## config.mk

```make
export PLATFORM = sky130hd
export DESIGN_NAME = mux_arb_feeder
export DESIGN_NICKNAME = d
export VERILOG_FILES = /design/src/rtl/mux_arb_feeder.sv
export SDC_FILE = /design/constraint.sdc
export NUM_CORES = 1
export LEC_CHECK = 0
export BUFFER_PORTS_ARGS = -buffer_cell sky130_fd_sc_hd__buf_2
export CAP_MARGIN = 20
export CELL_PAD_IN_SITES_DETAIL_PLACEMENT = 0
export CELL_PAD_IN_SITES_GLOBAL_PLACEMENT = 1
export CORE_ASPECT_RATIO = 1.2
export CORE_MARGIN = 2
export CORE_UTILIZATION = 44
export CTS_CLUSTER_DIAMETER = 40
export CTS_CLUSTER_SIZE = 28
export DETAILED_ROUTE_END_ITERATION = 12
export PLACE_DENSITY_LB_ADDON = 0.1
export SYNTH_ARGS = -nofsm -noshare
export SYNTH_HDL_FRONTEND = slang
export SYNTH_SLANG_ARGS = --single-unit
```

## constraint.sdc

```tcl
create_clock -name clk -period 4.4 [get_ports clk]
set_clock_uncertainty 0.1 [all_clocks]
set_input_delay 0.44 -clock clk [delete_from_list [all_inputs] [get_ports clk]]
set_output_delay 0.44 -clock clk [all_outputs]
set_load 0.005 [all_outputs]
```

## src/rtl/mux_arb_feeder.sv

```systemverilog
// Four-channel buffered front-end for the 4:1 nibble mux: one holding slot per channel,
// arbitrated into a registered valid/ready output. Define FIXED_PRIO_EN for fixed priority.
module mux_arb_feeder #(
  parameter int WIDTH = 4
) (
  input  logic             clk,
  input  logic             rst_n,
  input  logic [WIDTH-1:0] a,
  input  logic [WIDTH-1:0] b,
  input  logic [WIDTH-1:0] c,
  input  logic [WIDTH-1:0] d,
  input  logic [3:0]       in_valid,
  output logic [3:0]       in_ready,
  output logic [1:0]       sel,
  output logic [WIDTH-1:0] out,
  output logic             out_valid,
  input  logic             out_ready
);

  typedef enum logic {EMPTY, FULL} state_t;

  state_t           state_q, state_d;
  logic [3:0]       held_q, held_d;
  logic [WIDTH-1:0] slot_q [4];
  logic [WIDTH-1:0] slot_d [4];
  logic [1:0]       sel_q, sel_d;
  logic [WIDTH-1:0] out_q, out_d;
`ifndef FIXED_PRIO_EN
  logic [1:0]       rr_ptr_q, rr_ptr_d;
  logic [1:0]       search_idx;
`endif

  logic [WIDTH-1:0] ch_data [4];
  logic             load_ok;
  logic             grant_valid;
  logic [1:0]       grant_idx;
  logic             grant_fire;
  logic [3:0]       grant_oh;
  logic [3:0]       accept;

  assign ch_data[0] = a;
  assign ch_data[1] = b;
  assign ch_data[2] = c;
  assign ch_data[3] = d;

  // Arbiter looks only at held slots; descending scan so the highest-priority hit wins.
  always_comb begin
    grant_valid = 1'b0;
    grant_idx   = 2'd0;
`ifdef FIXED_PRIO_EN
    for (int k = 3; k >= 0; k--) begin
      if (held_q[k]) begin
        grant_valid = 1'b1;
        grant_idx   = 2'(k);
      end
    end
`else
    search_idx = 2'd0;
    for (int k = 3; k >= 0; k--) begin
      search_idx = rr_ptr_q + 2'(k);
      if (held_q[search_idx]) begin
        grant_valid = 1'b1;
        grant_idx   = search_idx;
      end
    end
`endif
  end

  assign load_ok    = (state_q == EMPTY) || out_ready;
  assign grant_fire = load_ok && grant_valid;
  assign grant_oh   = grant_fire ? (4'b0001 << grant_idx) : 4'b0000;
  assign in_ready   = ~held_q | grant_oh;
  assign accept     = in_valid & in_ready;

  always_comb begin
    held_d  = (held_q & ~grant_oh) | accept;
    state_d = state_q;
    sel_d   = sel_q;
    out_d   = out_q;
`ifndef FIXED_PRIO_EN
    rr_ptr_d = rr_ptr_q;
`endif
    for (int i = 0; i < 4; i++) begin
      slot_d[i] = accept[i] ? ch_data[i] : slot_q[i];
    end
    // A refill of the granted slot lands on the same edge the old contents leave.
    if (load_ok) begin
      if (grant_valid) begin
        state_d = FULL;
        sel_d   = grant_idx;
        out_d   = slot_q[grant_idx];
`ifndef FIXED_PRIO_EN
        rr_ptr_d = grant_idx + 2'd1;
`endif
      end else begin
        state_d = EMPTY;
      end
    end
  end

  always_ff @(posedge clk or negedge rst_n) begin
    if (!rst_n) begin
      state_q <= EMPTY;
      held_q  <= 4'b0000;
      sel_q   <= 2'd0;
      out_q   <= '0;
`ifndef FIXED_PRIO_EN
      rr_ptr_q <= 2'd0;
`endif
      for (int i = 0; i < 4; i++) begin
        slot_q[i] <= '0;
      end
    end else begin
      state_q <= state_d;
      held_q  <= held_d;
      sel_q   <= sel_d;
      out_q   <= out_d;
`ifndef FIXED_PRIO_EN
      rr_ptr_q <= rr_ptr_d;
`endif
      for (int i = 0; i < 4; i++) begin
        slot_q[i] <= slot_d[i];
      end
    end
  end

  assign sel       = sel_q;
  assign out       = out_q;
  assign out_valid = (state_q == FULL);

endmodule

```

# [After elaboration in Yosys (flattened, before gate mapping)]
# Index checks and enable logic that the tools add are counted.
[word_totals] out_inout_bits=11 ff_bits=29 in_bits=23
[op_classes] magnitude_cmp=5 reduce_logical=3 mux=21 n_addsub=4 bitwise=8 shifts=1
[ops] op="$lt 2x3->1 const B" count=4
[ops] op="$mux 4" count=3
[ops] op="$mux 1" count=9
[ops] op="$and 4x4->4" count=2
[ops] op="$bmux 1 s2" count=4
[ops] op="$bmux 4 s2" count=1
[ops] op="$mux 2" count=4
[ops] op="$not 4->4" count=2
[ops] op="$or 4x4->4" count=2
[ops] op="$add 2x1->2 const B" count=2
[ops] op="$add 2x2->2 const B" count=2
[ops] op="$shl 1x2->4 const A" count=1
[ops] op="$ge 3x3->1 const B" count=1
[ops] op="$not 2->3" count=1
[ops] op="$reduce_and 2->1" count=1
[ops] op="$logic_and 1x1->1" count=1
[ops] op="$logic_or 1x1->1" count=1
[ops] op="$not 1->1" count=1

# [Depth between registers and ports, before layout]
# Gate-level depths: netlist (run 1).
[logic_depth] depth_word=12 depth_mapped=6

# [Worst setup path before layout (run 1)]
# No wires, ideal clock.
[synth_path] path_type="register -> register" from="register held_q[0]" to="register out_q[0] (netlist: out[0])" period_less_slack_ps=2037 t_arrival_ps=1811 stages_incl_launch_ff=6 setup_time_ps=126 t_required_ps=4174 slack_ps=2363 path_cell_list="dfrtp_1 a21boi_0 o22ai_2 nor2_4 mux2_2 a221o_1"
[synth_between] elab_chain_cells=10 elab_cells_between_ends=21
[synth_rtl] element="start: declaration" line_no="23" source="logic [3:0] held_q, held_d;"
[synth_rtl] element="start signal: assignment" line_no="115" source="held_q <= held_d;"
[synth_rtl] element="$bmux 1 s2" line_no="61" source="if (held_q[search_idx]) begin"
[synth_rtl] element="$mux 1 (implied by the code)" line_no="61"
[synth_rtl] element="$mux 2 (4 in a row)" line_no="61"
[synth_rtl] element="$not 2->3 (implied by the code)" line_no="91" source="out_d = slot_q[grant_idx];"
[synth_rtl] element="$bmux 4 s2" line_no="91"
[synth_rtl] element="$mux 4 (implied by the code) (2 in a row)" line_no="91"
[synth_rtl] element="end signal: assignment" line_no="117" source="out_q <= out_d;"
[synth_rtl] element="end: declaration" line_no="27" source="logic [WIDTH-1:0] out_q, out_d;"
# Parallel ways exist; a longest one is shown, timed or not. The select of a mux whose other input is x is not followed.
# A chain may end at the register's enable or synchronous reset.

# [Final worst setup path (run 1)]
[layout_path] from="register held_q[3]" to="output port in_ready[0]"
[layout_between] elab_chain_cells=9 elab_cells_between_ends=20
[layout_rtl] element="$bmux 1 s2" line_no="61"
[layout_rtl] element="$mux 1 (implied by the code)" line_no="61"
[layout_rtl] element="$mux 2 or $mux 1 (tied branches) (4 in a row)" line_no="61"
[layout_rtl] element="$shl 1x2->4 or $logic_and 1x1->1 (tied branches)" line_no="71, 70"
[layout_rtl] element="$mux 4 *" line_no="71" source="assign grant_oh = grant_fire ? (4'b0001 << grant_idx) : 4'b0000;"
[layout_rtl] element="$or 4x4->4 *" line_no="72" source="assign in_ready = ~held_q | grant_oh;"
[layout_rtl] element="end: declaration" line_no="13" source="output logic [3:0] in_ready,"
# Every way passes the cells marked *; elsewhere a longest branch is shown, timed or not. The select of a mux whose other input is x is not followed.

==> results of run 1 <==
[synth_stat cells, drive strengths merged]
library cell	n
a211oi	4
a21boi	2
a21o	2
a21oi	2
a221o	4
a221oi	1
a41oi	1
and2b	2
buf	2
dfrtp	29
inv	5
mux2	20
mux2i	1
nand2	8
nand2b	4
nand3	5
nor2	3
nor2b	1
nor4	1
o21ai	9
o22a	1
o22ai	1
o2bb2ai	1
o31ai	2
o32ai	1
o41ai	1
or2	1
or2b	1
xnor2	1
[cells by family (layout without fill, tap and decap cells)]
family,after synthesis,after routing,share of synthesized area [%]
compound gates,32,32,20.5
xor+xnor,1,1,0.612
mux,21,21,16.4
flops,29,29,50.7
buf+inv,7,46,2.01
simple gates,26,26,9.79
[how the worst max path moves through the flow]
| stage | from | end | slack [ns] | cells past startpoint |
|---|---|---|---|---|
| after floorplan | held_q[0] | out[0] | 2.36 | 5 |
| after global placement | held_q[3] | in_ready[0] | 2.12 | 4 |
| after detailed placement | held_q[3] | in_ready[0] | 2.08 | 4 |
| after CTS | held_q[3] | in_ready[0] | 1.70 | 4 |
| after global routing | held_q[0] | in_ready[3] | 1.50 | 5 |
| final | held_q[3] | in_ready[0] | 1.70 | 4 |
[report_power, final]
part           internal, mW  switching (mW)
sequential            0.391          0.0888
combinational         0.282           0.273
clock                 0.136          0.0948
[cells in the final DEF (no fill, tap or decap)]
cell and instances:
o32ai_4 1, mux2i_1 1, o2bb2ai_2 1, clkbuf_1 1, a21o_1 2, o21ai_1 1
a211oi_1 4, mux2_2 20, inv_1 5, a21boi_0 2, xnor2_1 1, a221o_1 4
o31ai_1 2, o41ai_4 1, a41oi_2 1, clkbuf_4 5, o22ai_2 1, dfrtp_1 29
bufinv_16 1, o22a_1 1, or2_1 1, nand2b_1 4, a221oi_2 1, and2b_1 2
o21ai_0 8, nand2_1 8, nor2_4 1, nor2b_1 1, nor4_1 1, nand3_1 5
buf_2 33, clkbuf_8 1, nor2_1 2, or2b_1 1, a21oi_1 2
[metal layers]
layer,part of all wire (%),up-vias,GRT usage (%),wire (um)
li1,-,510,-,-
met1,43,529,22.7,1290
met2,50,31,29.6,1510
met3,5.6,6,6.02,169
met4,1.8,0,7.14,53
met5,0,-,0,0
[state kept, by name (all words and copies together) (netlist names)]
signal     cells
slot_q        16
held_q         4
out            4
rr_ptr_q       2
sel            2
out_valid      1
[per-stage QoR]
stage	worst slack (ns)	power [mW]	utilization, %	instances
finish	1.70	1.27	55.7	191
global route	1.50	1.37	55.7	191
CTS	1.70	1.28	55.7	191
detailed placement	2.08	1.05	52.9	183
global placement	2.12	1.03	52.9	183
floorplan	2.36	0.882	-	116
[critical path, delay by kind of cell, from the launching register on]
| kind | cells | cell delay [ns] |
|---|---|---|
| flops | 1 | 0.45 |
| simple gates | 1 | 0.47 |
| compound gates | 2 | 0.75 |
| buf+inv | 1 | 0.16 |
[area by class of cell]
cell class	instances	area, um^2
Timing Repair Buffer	33	165
Tap cell	36	45.0
Clock inverter	1	30.0
Clock buffer	7	55.1
Sequential cell	29	726
Multi-Input combinational cell	80	677
Fill cell	287	1370
Inverter	5	18.8
==> reports/results.ini, run 1 <==
[synthesis]
ys_seq_area_share_pct=50.7
syn_inst=116
yosys_warnings=0
avgSynthCellArea_um2=12.3
yosys.area.top_type=dfrtp_1
synth_seq_cells=29
syn-cell-area_um2=1430
synth_top_area_share_pct=50.7
yosysUniqueCellTypes=31
synthesis.nets=139
ys_top_cells_by_area=dfrtp_1 (51%), mux2_2 (16%), a221o_1 (2.8%)

[timing]
hold_ws_ns=0.0217
setup_tns_ns=0
setup_viol_count_final=0
grt_setup_unrepaired=no
worst_slew_margin_rel_pct=54.8
tightest_slew_ns=0.678
post-route-period-util_pct=61.3
slew_viol_final=0
fin_crit_ns=2.70
fmax_mhz=371
hold_viol=0

[clocking]
clkLatencyLatePin_ns=0.34
cts_made_buffers=5
path_clk_slew_ns=0.10
htree_levels=2
clock_path_buffers=2
hold_buffers=0
cts_tree=built
ctsResizeCount=0
clkSinkCount=29
cts_setup_buffers=0
cts_root_buf=clkbuf_4

[floorplanning]
placementRows=22
die_area_um2=3730
design.core.area_um2=3080
start_util_pct=46.4
io-pin-count=34
die_x_um=56.1
die_h_um=66.5

[critical_path]
reg2reg_to=out[2]
cp-start-kind=flip-flop
critical_path_arrival_ns=2.16
r2r-start=held_q[3]
worstSetupPathType=flip-flop to output pin
worst_path_max_delay_cell=a21o_1
crit_chain=nor4_1 > a21o_1 > o31ai_1 > buf_2
cp.required_ns=3.86
worstPathMaxFanout=18
reg2reg_depth=4
rrSetupSlack_ns=2.08
cp-end-kind=output pin
cp_slowest_stage_delay_ns=0.58

[grt]
overflow=0
antenna_found_initial=0
grt_first_pass_wirelength_um=5080
grt_usage_pct=18.3
grt_pass1_vias=1078
grt_max_degree=30

[pwr]
peakVddDrop_v=0.000463
p_leak_nw=0.785
power.density_nw_per_um2=737

[drt]
wl_per_cell_um=15.8
drt_iter0_drc=42
firstDrtPassIters=4
route.detailed.drc=0
wl_um=3020
ant_nets=0
vias=1076
vias_per_cell=5.63

[placement]
hpwlAfterDp_um=2230
placed_area_um2=1630
gp_congestion=0.762
portBuffers=33

[layout]
syn_to_final_growth_pct=19.9
final_nets=177
drive_gt1_share_pct=43.2
postLayoutCellArea_um2=1720
antenna_cells=0

[min_path]
hold_class=primary input to async pin

[status]
run_status=complete, no violations

[job]
drv_cap=0

(Power assumes the default switching activity.)
==> run 2: changes to the inputs <==
--- a/config.mk
+++ b/config.mk
@@ -5,13 +5,14 @@
 export SDC_FILE = /design/constraint.sdc
 export NUM_CORES = 1
 export LEC_CHECK = 0
+export ABC_AREA = 1
 export BUFFER_PORTS_ARGS = -buffer_cell sky130_fd_sc_hd__buf_2
 export CAP_MARGIN = 20
 export CELL_PAD_IN_SITES_DETAIL_PLACEMENT = 0
 export CELL_PAD_IN_SITES_GLOBAL_PLACEMENT = 1
 export CORE_ASPECT_RATIO = 1.2
 export CORE_MARGIN = 2
-export CORE_UTILIZATION = 44
+export CORE_UTILIZATION = 35
 export CTS_CLUSTER_DIAMETER = 40
 export CTS_CLUSTER_SIZE = 28
 export DETAILED_ROUTE_END_ITERATION = 12
==> constraint.sdc (replaced) <==
create_clock -name clk -period 2.2 [get_ports clk]
set_clock_uncertainty 0.1 [all_clocks]
set_input_delay 0.22 -clock clk [delete_from_list [all_inputs] [get_ports clk]]
set_output_delay 0.22 -clock clk [all_outputs]
set_load 0.005 [all_outputs]
==> run 2 against run 1 <==
Effect of this change: register-to-register slack got worse by 1.9 ns; worst setup slack worse by 1.6 ns; core utilization is 6.9 points lower; sequential share of layout area is 7.2 points lower; sequential power rose by 100%.
==> reports/results.ini, run 2 <==
[timing]
setup_tns_ns=0
fin_ws_ns=0.0527
setup_viol_count_final=0
fin_crit_ns=2.15
slew_viol_final=0
hold_viol=0
hold_ws_ns=0.0579
tightest_slew_ns=0.645
post-route-period-util_pct=97.6
worst_slew_margin_rel_pct=57.0
grt_setup_unrepaired=yes
fmax_mhz=466

[clocking]
htree_levels=2
cts_root_buf=clkbuf_8
clock_path_buffers=2
cts_tree=built
cts_made_buffers=5
clkSinkCount=29
path_clk_slew_ns=0.06
clkLatencyLatePin_ns=0.27

[floorplanning]
die_area_um2=5010
design.core.area_um2=4260
die_h_um=77.2
io-pin-count=34
placementRows=26
start_util_pct=36.6
die_x_um=65.0

[layout]
postLayoutCellArea_um2=2080
largest_reg_flops=16
drive_gt1_share_pct=38.9
largest_register=slot_q
layout_common_cells=nand2_1 (67), buf_2 (33), dfrtp_1 (27), nand3_1 (25)
final_nets=285
layout_commonest_cell=nand2_1
syn_to_final_growth_pct=33.0
antenna_cells=0

[drt]
top_layer_used=met4
firstDrtPassIters=4
ant_nets=0
wl_met3_um=116
vias=1427
route.detailed.drc=0
wl_um=3590
drt_iter0_drc=78
vias_per_cell=4.49
wl_per_cell_um=11.3
wl_met2_um=1840
met1_length_um=1600

[placement]
place_ws_ns=0.110
placed_area_um2=1790
gp_congestion=0.846
portBuffers=33
hpwlAfterDp_um=2680

[critical_path]
cp.required_ns=1.88
reg2reg_depth=13
cp-start-kind=flip-flop
worstPathMaxFanout=7
critical_path_arrival_ns=1.83
cp-end-kind=output pin
worstSetupPathType=flip-flop to output pin

[synthesis]
synth_flop_cell=dfrtp_1
yosys.area.top_type=dfrtp_1
synth_edf_count=0
synth_most_common_cell=nand2_1
synth_top_area_share_pct=46.5
ys_top_cells_by_area=dfrtp_1 (46%), nand2_1 (19%), nand3_1 (8.3%)
synth_compound_area_share_pct=6.41
yosys_warnings=0
synth_seq_cells=29
synth_commonest_cells=nand2_1 (81), dfrtp_1 (29), nand3_1 (26), inv_1 (25), nand2_2 (10)
synth_top_family_by_area=simple AND/OR/NAND/NOR gates
avgSynthCellArea_um2=7.62
async_reset_ff_share_pct=100
yosysUniqueCellTypes=21
synthSimpleGateAreaFrac_pct=38.5
syn-cell-area_um2=1560
muxShareOfSynthArea_pct=0
syn_inst=205
synth_xor_area_share_pct=0
synthesis.nets=228
synth-adder-area-share_pct=0
ys_seq_area_share_pct=46.5

[grt]
antenna_found_initial=0
grt_usage_pct=16.1
grt_first_pass_wirelength_um=6240
overflow=0
grt_pass1_vias=1428
grt_max_degree=30

[pwr]
p_leak_nw=1.16
peakVddDrop_v=0.000766
power.density_nw_per_um2=1710

[job]
drv_cap=0

[min_path]
holdPathStages=2
hold_class=primary input to flip-flop

[status]
run_status=complete, no violations

-- run 2: kinds of logic (layout without fill, tap and decap cells) --
kind of cell / Yosys count / in the layout
flops: 29 / 29
buf+inv: 30 / 87
simple gates: 133 / 133
compound gates: 13 / 13
-- run 2: final cells by class --
type / instances / area (um^2)
Clock buffer: 7 / 86.3
Fill cell: 456 / 2180
Inverter: 27 / 104
Multi-Input combinational cell: 146 / 767
Sequential cell: 29 / 728
Tap cell: 56 / 70.1
Timing Repair Buffer: 53 / 322
-- run 2: worst paths after layout --
check	startpoint	endpoint	slack, ns
max reg2reg	rr_ptr_q[0]	slot_q[1]	0.16
min	out_ready	out_valid	0.06
min in group asynchronous	rst_n	slot_q[3]	0.40
max	rr_ptr_q[0]	in_ready[2]	0.05
max in group asynchronous	rst_n	rr_ptr_q[1]	1.13
min reg2reg	slot_q[8]	slot_q[8]	0.37
-- run 2: power breakdown --
group / leakage, nW / switching, mW / internal, mW
Combinational: 0.771 / 1.23 / 0.926
Sequential: 0.341 / 0.176 / 0.785
Clock: 0.0443 / 0.183 / 0.247
-- run 2: worst max-delay path: stages, from the launching register on --
cell	delay, ns
dfrtp_2	0.47
buf_6	0.16
nand2_2	0.05
nand2_2	0.06
nand2_2	0.09
nand2_2	0.05
inv_2	0.06
nand2_4	0.05
a21oi_4	0.16
nand4_1	0.17
nand2_2	0.12
buf_2	0.11
-- run 2: repair_timing --
action / in CTS / in global routing
setup buffers: 9 / 7
hold buffers: 1 / 0
pin swaps: 6 / 16
hold endpoints to repair: 29 / 0
gates resized for setup: 11 / 19
endpoints found under the setup margin: 4 / 6
-- run 2: metal layers --
layer	up-vias	track usage, %
met5	-	0
met4	0	5.74
met3	2	4.40
met2	20	27.0
met1	648	19.4
li1	757	-
-- run 2: per-stage QoR --
stage                     power (mW)  instances  utilization (%)
after floorplan                 2.20        205                -
after global placement          2.68        294             41.9
after detailed placement        2.67        294             41.9
after CTS                       3.32        311             46.3
after global routing            3.91        318             48.7
final                           3.55        318             48.7
